File: config.mk
export PLATFORM = sky130hd
export DESIGN_NAME = line_wr_arbiter
export DESIGN_NICKNAME = d
export VERILOG_FILES = /design/src/rtl/line_wr_arbiter_pkg.sv /design/src/rtl/rr_pick2.sv /design/src/rtl/line_wr_arbiter.sv
export SDC_FILE = /design/constraint.sdc
export NUM_CORES = 2
export LEC_CHECK = 0
export ABC_AREA = 1
export ABC_CLOCK_PERIOD_IN_PS = 16600
export BUFFER_PORTS_ARGS = -buffer_cell sky130_fd_sc_hd__buf_2
export CORE_AREA = 2 2 576 578
export DETAILED_ROUTE_END_ITERATION = 7
export DIE_AREA = 0 0 578 580
export GPL_TIMING_DRIVEN = 0
export PLACE_DENSITY = 0.34
export SLEW_MARGIN = 20
export SYNTH_ARGS = -nofsm -noshare
export SYNTH_HDL_FRONTEND = slang
export SYNTH_SLANG_ARGS = --single-unit
export TNS_END_PERCENT = 10
File: constraint.sdc
create_clock -name clk -period 16.6 [get_ports clk]
set_input_delay 3.32 -clock clk [delete_from_list [all_inputs] [get_ports clk]]
set_output_delay 3.32 -clock clk [all_outputs]
set_load 0.02 [all_outputs]
File: src/rtl/line_wr_arbiter_pkg.sv
// Shared types and defaults for the line-memory write arbiter.
package line_wr_arbiter_pkg;

   localparam int DEF_LINE_W    = 480;
   localparam int DEF_ADDR_W    = 10;
   localparam int DEF_NUM_LINES = 640;

   typedef enum logic [1:0] {
      ST_CLEAR,
      ST_IDLE,
      ST_GRANT
   } state_t;

   typedef enum logic {
      REQ_FALL  = 1'b0,
      REQ_BEGIN = 1'b1
   } req_id_t;

endpackage

File: src/rtl/rr_pick2.sv
// Two-way round-robin picker: bit 0 = fall, bit 1 = begin; output is one-hot or zero.
module rr_pick2
   import line_wr_arbiter_pkg::*;
(
   input  logic [1:0] elig,
   input  req_id_t    last,
   output logic [1:0] grant
);

   always_comb begin
      grant = elig;
      // contested: favour whoever did not win last time
      if (elig == 2'b11)
         grant = (last == REQ_BEGIN) ? 2'b01 : 2'b10;
   end

endmodule

File: src/rtl/line_wr_arbiter.sv
// Arbitrates the line RAM write port between the fall and start-screen writers,
// with a zero-fill sweep after reset or on clr_start.
module line_wr_arbiter
   import line_wr_arbiter_pkg::*;
#(
   parameter int LINE_W    = DEF_LINE_W,
   parameter int ADDR_W    = DEF_ADDR_W,
   parameter int NUM_LINES = DEF_NUM_LINES
) (
   input  logic              clk,
   input  logic              clk_rst,
   input  logic              fall_req,
   input  logic [ADDR_W-1:0] fall_addr,
   input  logic [LINE_W-1:0] fall_data,
   output logic              fall_ack,
   input  logic              begin_req,
   input  logic [ADDR_W-1:0] begin_addr,
   input  logic [LINE_W-1:0] begin_data,
   output logic              begin_ack,
   input  logic              clr_start,
   output logic              clr_busy,
   input  logic [ADDR_W-1:0] h_addr,
   output logic              mem_wren,
   output logic [ADDR_W-1:0] mem_waddr,
   output logic [LINE_W-1:0] mem_wdata
);

   localparam logic [ADDR_W:0] CNT_END = NUM_LINES[ADDR_W:0];

   state_t            state;
   req_id_t           last;
   logic [ADDR_W:0]   clr_cnt;
   logic [1:0]        elig;
   logic [1:0]        grant;
   logic [ADDR_W-1:0] sel_addr;
   logic [LINE_W-1:0] sel_data;
   logic              sel_in_range;

   assign elig[0] = fall_req  && (fall_addr  != h_addr);
   assign elig[1] = begin_req && (begin_addr != h_addr);

   rr_pick2 u_pick (
      .elig  (elig),
      .last  (last),
      .grant (grant)
   );

   always_comb begin
      sel_addr     = grant[1] ? begin_addr : fall_addr;
      sel_data     = grant[1] ? begin_data : fall_data;
      sel_in_range = ({1'b0, sel_addr} < CNT_END);
   end

   always_ff @(posedge clk or posedge clk_rst) begin
      if (clk_rst) begin
         state     <= ST_CLEAR;
         last      <= REQ_BEGIN;
         clr_cnt   <= '0;
         clr_busy  <= 1'b1;
         mem_wren  <= 1'b0;
         mem_waddr <= '0;
         mem_wdata <= '0;
         fall_ack  <= 1'b0;
         begin_ack <= 1'b0;
      end else begin
         fall_ack  <= 1'b0;
         begin_ack <= 1'b0;
         mem_wren  <= 1'b0;
         case (state)
            ST_CLEAR: begin
               if (clr_start) begin
                  // restart writes address 0 right away; counter moves past it
                  mem_wren  <= 1'b1;
                  mem_waddr <= '0;
                  mem_wdata <= '0;
                  clr_cnt   <= {{ADDR_W{1'b0}}, 1'b1};
               end else if (clr_cnt == CNT_END) begin
                  state    <= ST_IDLE;
                  clr_busy <= 1'b0;
               end else begin
                  mem_wren  <= 1'b1;
                  mem_waddr <= clr_cnt[ADDR_W-1:0];
                  mem_wdata <= '0;
                  clr_cnt   <= clr_cnt + 1'b1;
               end
            end
            ST_IDLE: begin
               if (clr_start) begin
                  state    <= ST_CLEAR;
                  clr_cnt  <= '0;
                  clr_busy <= 1'b1;
               end else if (grant != 2'b00) begin
                  state     <= ST_GRANT;
                  mem_wren  <= sel_in_range;
                  mem_waddr <= sel_addr;
                  mem_wdata <= sel_data;
                  fall_ack  <= grant[0];
                  begin_ack <= grant[1];
                  last      <= grant[1] ? REQ_BEGIN : REQ_FALL;
               end
            end
            ST_GRANT: begin
               if (clr_start) begin
                  state    <= ST_CLEAR;
                  clr_cnt  <= '0;
                  clr_busy <= 1'b1;
               end else begin
                  state <= ST_IDLE;
               end
            end
            default: state <= ST_CLEAR;
         endcase
      end
   end

endmodule

==> results.yml <==
synth:
  netlist_instances: 3980
  async_reset_ff_frac: 1.00
  ys_ff_latch: 508
  synth_area_per_cell_um2: 6.84
  yosysSeqAreaShare: 0.467
  syn-num-nets: 4981
  synth_flop_cell: "dfrtp_1"
  syn_area_um2: 27200
  synth_warnings: 0
  ys_top_cells_by_area: "dfrtp_1 (47%), nand2_1 (35%), nand3_1 (9.2%)"
  synth.distinct_cells: 37
  synth_edf_count: 0
  yosysTopAreaCell: "dfrtp_1"
  synth.top_cell.area_share: 0.465
min_path:
  worstHoldPathCells: 2
  hp-class: "flip-flop to flip-flop"
global_route:
  grt_max_degree: 32
  antenna_found_initial: 160
  grt_pass1_vias: 34400
  use_met3: 0.0575
  grtUsageMet2: 0.256
  track_usage: 0.162
  grt_overflow: 0
  grt_pass1_wl_mm: 357
  grtUsageMet1: 0.208
  busiest_layer: "met2"
power:
  p_total_w: 0.00900
  p_leak_nw: 24.6
  power_density_nw_per_um2: 208
  vdd_ir_drop_max_mv: 0.107
timing:
  fmax_ghz: 0.158
  rsz0062_at_grt: "false"
  slew_viol_final: 0
  slew_headroom: 0.273
  hold_viol_final: 0
  fin_tns_setup_ns: 0
  layout_min_cycle_time_ns: 6.32
  skew_ns: 0.0636
  setup_slack_ns: 10.28
  worst_pin_slew_ns: 1.09
  finalCritPeriodShare: 0.381
  setup_viol: 0
detailed_routing:
  drc: 0
  dr.first_iter.drc_count: 2224
  wl_per_cell_um: 28.0
  vias_per_cell: 3.40
  vias: 34100
  ant_nets: 0
  first_pass_iters: 5
  totalWireLength_mm: 281
floorplanning:
  start_util: 0.0827
  core_um2: 329000
  ios: 1489
  die_w_um: 578
  fp-row-count: 211
  die_area_um2: 335000
  die-height_um: 580
clock_tree:
  post-cts-setup-buffer-count: 0
  cts_buffers: 80
  clkTransAtPathRegs_ns: 0.05
  clockBufferDepth: 4
  cts_resized: 0
  cts_tree: "done"
  ctsHoldBuffers: 0
  clkSinkCount: 508
  cts_root_buf: "clkbuf_16"
  clk_latency_ns: 0.81
  htree_levels: 3
layout:
  final_cell_mix: "nand2_1 (2502), buf_2 (1586), dfrtp_1 (506)"
  final_nets: 6571
  final_area_um2: 43300
  drive_above_1_share: 0.323
  final_common_cell: "nand2_1"
  utilization: 0.131
  synthToLayoutAreaGrowth_pct: 58.9
  num-fill-cells: 38600
outcome:
  status: "complete, no violations"
critical_path:
  worstRegToRegCells: 12
  crit_path_end_kind: "flip-flop"
  start_kind: "primary input"
  criticalPathCategory: "primary input to flip-flop"
  cp_data_arrival_time_ns: 7.04
  cp_max_fo: 12
  crit_required_ns: 17.32
placed_design:
  hpwlAfterDp_mm: 247
  io_buffers: 1488
  placed_area_um2: 40600
  gp_congestion: 0.958
  dp_slack_ns: 9.49
flow_run:
  maxCapViolCount: 0
[cell type report]
cell class	count	area, um2	share of cell area
repair buffers	1508	7860	0.182
multi-input cells	3135	12700	0.293
clock buffers	111	2300	0.0532
flip-flops and latches	508	12700	0.294
clock inverters	26	298	0.00688
diodes	43	108	0.00249
plain buffers	270	1610	0.0372
inverters	67	255	0.00590
well taps	4366	5460	0.126
[critical path, cell delays in order]
cell,delay [ns]
buf_2,0.08
inv_1,0.10
nand2_1,0.12
o21ai_0,0.10
nor2_1,0.14
nand3_1,0.09
nor2_1,0.20
nor2_4,0.10
nand2_4,0.50
buf_2,0.40
clkbuf_1,0.84
nand2_1,0.49
nand2_1,0.25
nand3_1,0.12
nand2_1,0.08
[metrics by stage]
step                hold WS, ns  std cells
floorplan                 0.493       3980
global placement          0.461       9834
detailed placement        0.460       9854
CTS                       0.478       9991
global route              0.489      10000
finish                    0.472      10000
[path summary, 6_finish.rpt]
check / start / endpoint / slack [ns]
setup / recovery: begin_addr[6] / mem_wdata[353] / 10.28
hold / removal: mem_wdata[379] / mem_wdata[379] / 0.47
setup reg to reg: state[1] / mem_wdata[253] / 12.42
hold reg to reg: mem_wdata[379] / mem_wdata[379] / 0.47
max in group asynchronous: clk_rst / mem_wdata[349] / 11.73
min in group asynchronous: clk_rst / mem_wdata[47] / 2.60
[routing by layer]
metal	routed length [um]	up-vias
li1	-	15600
met1	121000	16500
met2	124000	1634
met3	27600	366
met4	8600	46
met5	309	-
[synth_stat cells (all sizes together) (2+ instances only)]
library cell and number:
xnor2 7, a21boi 2, nand3 503, o21ai 12, ha 6, xor2 3, clkbuf 58, or2 2
a31oi 5, nand3b 2, nor2 59, nor3 2, buf 212, a21oi 12, dfstp 2, dfrtp 506
nand4 9, nand2 2505, inv 67
[sequential cells by signal, summed over array words and instances (netlist names)]
signal and count:
mem_wdata 480, begin_ack 1, mem_waddr 10, fall_ack 1, clr_cnt 11, clr_busy 1
mem_wren 1, last 1, state 2
[cells by family (layout without fill, tap and decap cells)]
| group | after synthesis | in the layout | share of synthesized area |
|---|---|---|---|
| adders and majority gates | 6 | 6 | 0.00276 |
| and+or+nand+nor | 3084 | 3084 | 0.452 |
| other | 0 | 43 | 0 |
| buffers and inverters | 337 | 1982 | 0.0679 |
| AOI/OAI and AO/OA | 35 | 35 | 0.00722 |
| xor gates and xnor gates | 10 | 10 | 0.00322 |
| DFF | 508 | 508 | 0.467 |
[where the power goes]
part / internal, W / switching (W) / leakage (nW)
sequential: 0.00180 / 0.000340 / 6.79
combinational: 0.00120 / 0.00390 / 16.5
clock: 0.00104 / 0.000718 / 1.28
total: 0.00404 / 0.00496 / 24.6
(Power assumes the default switching activity.)
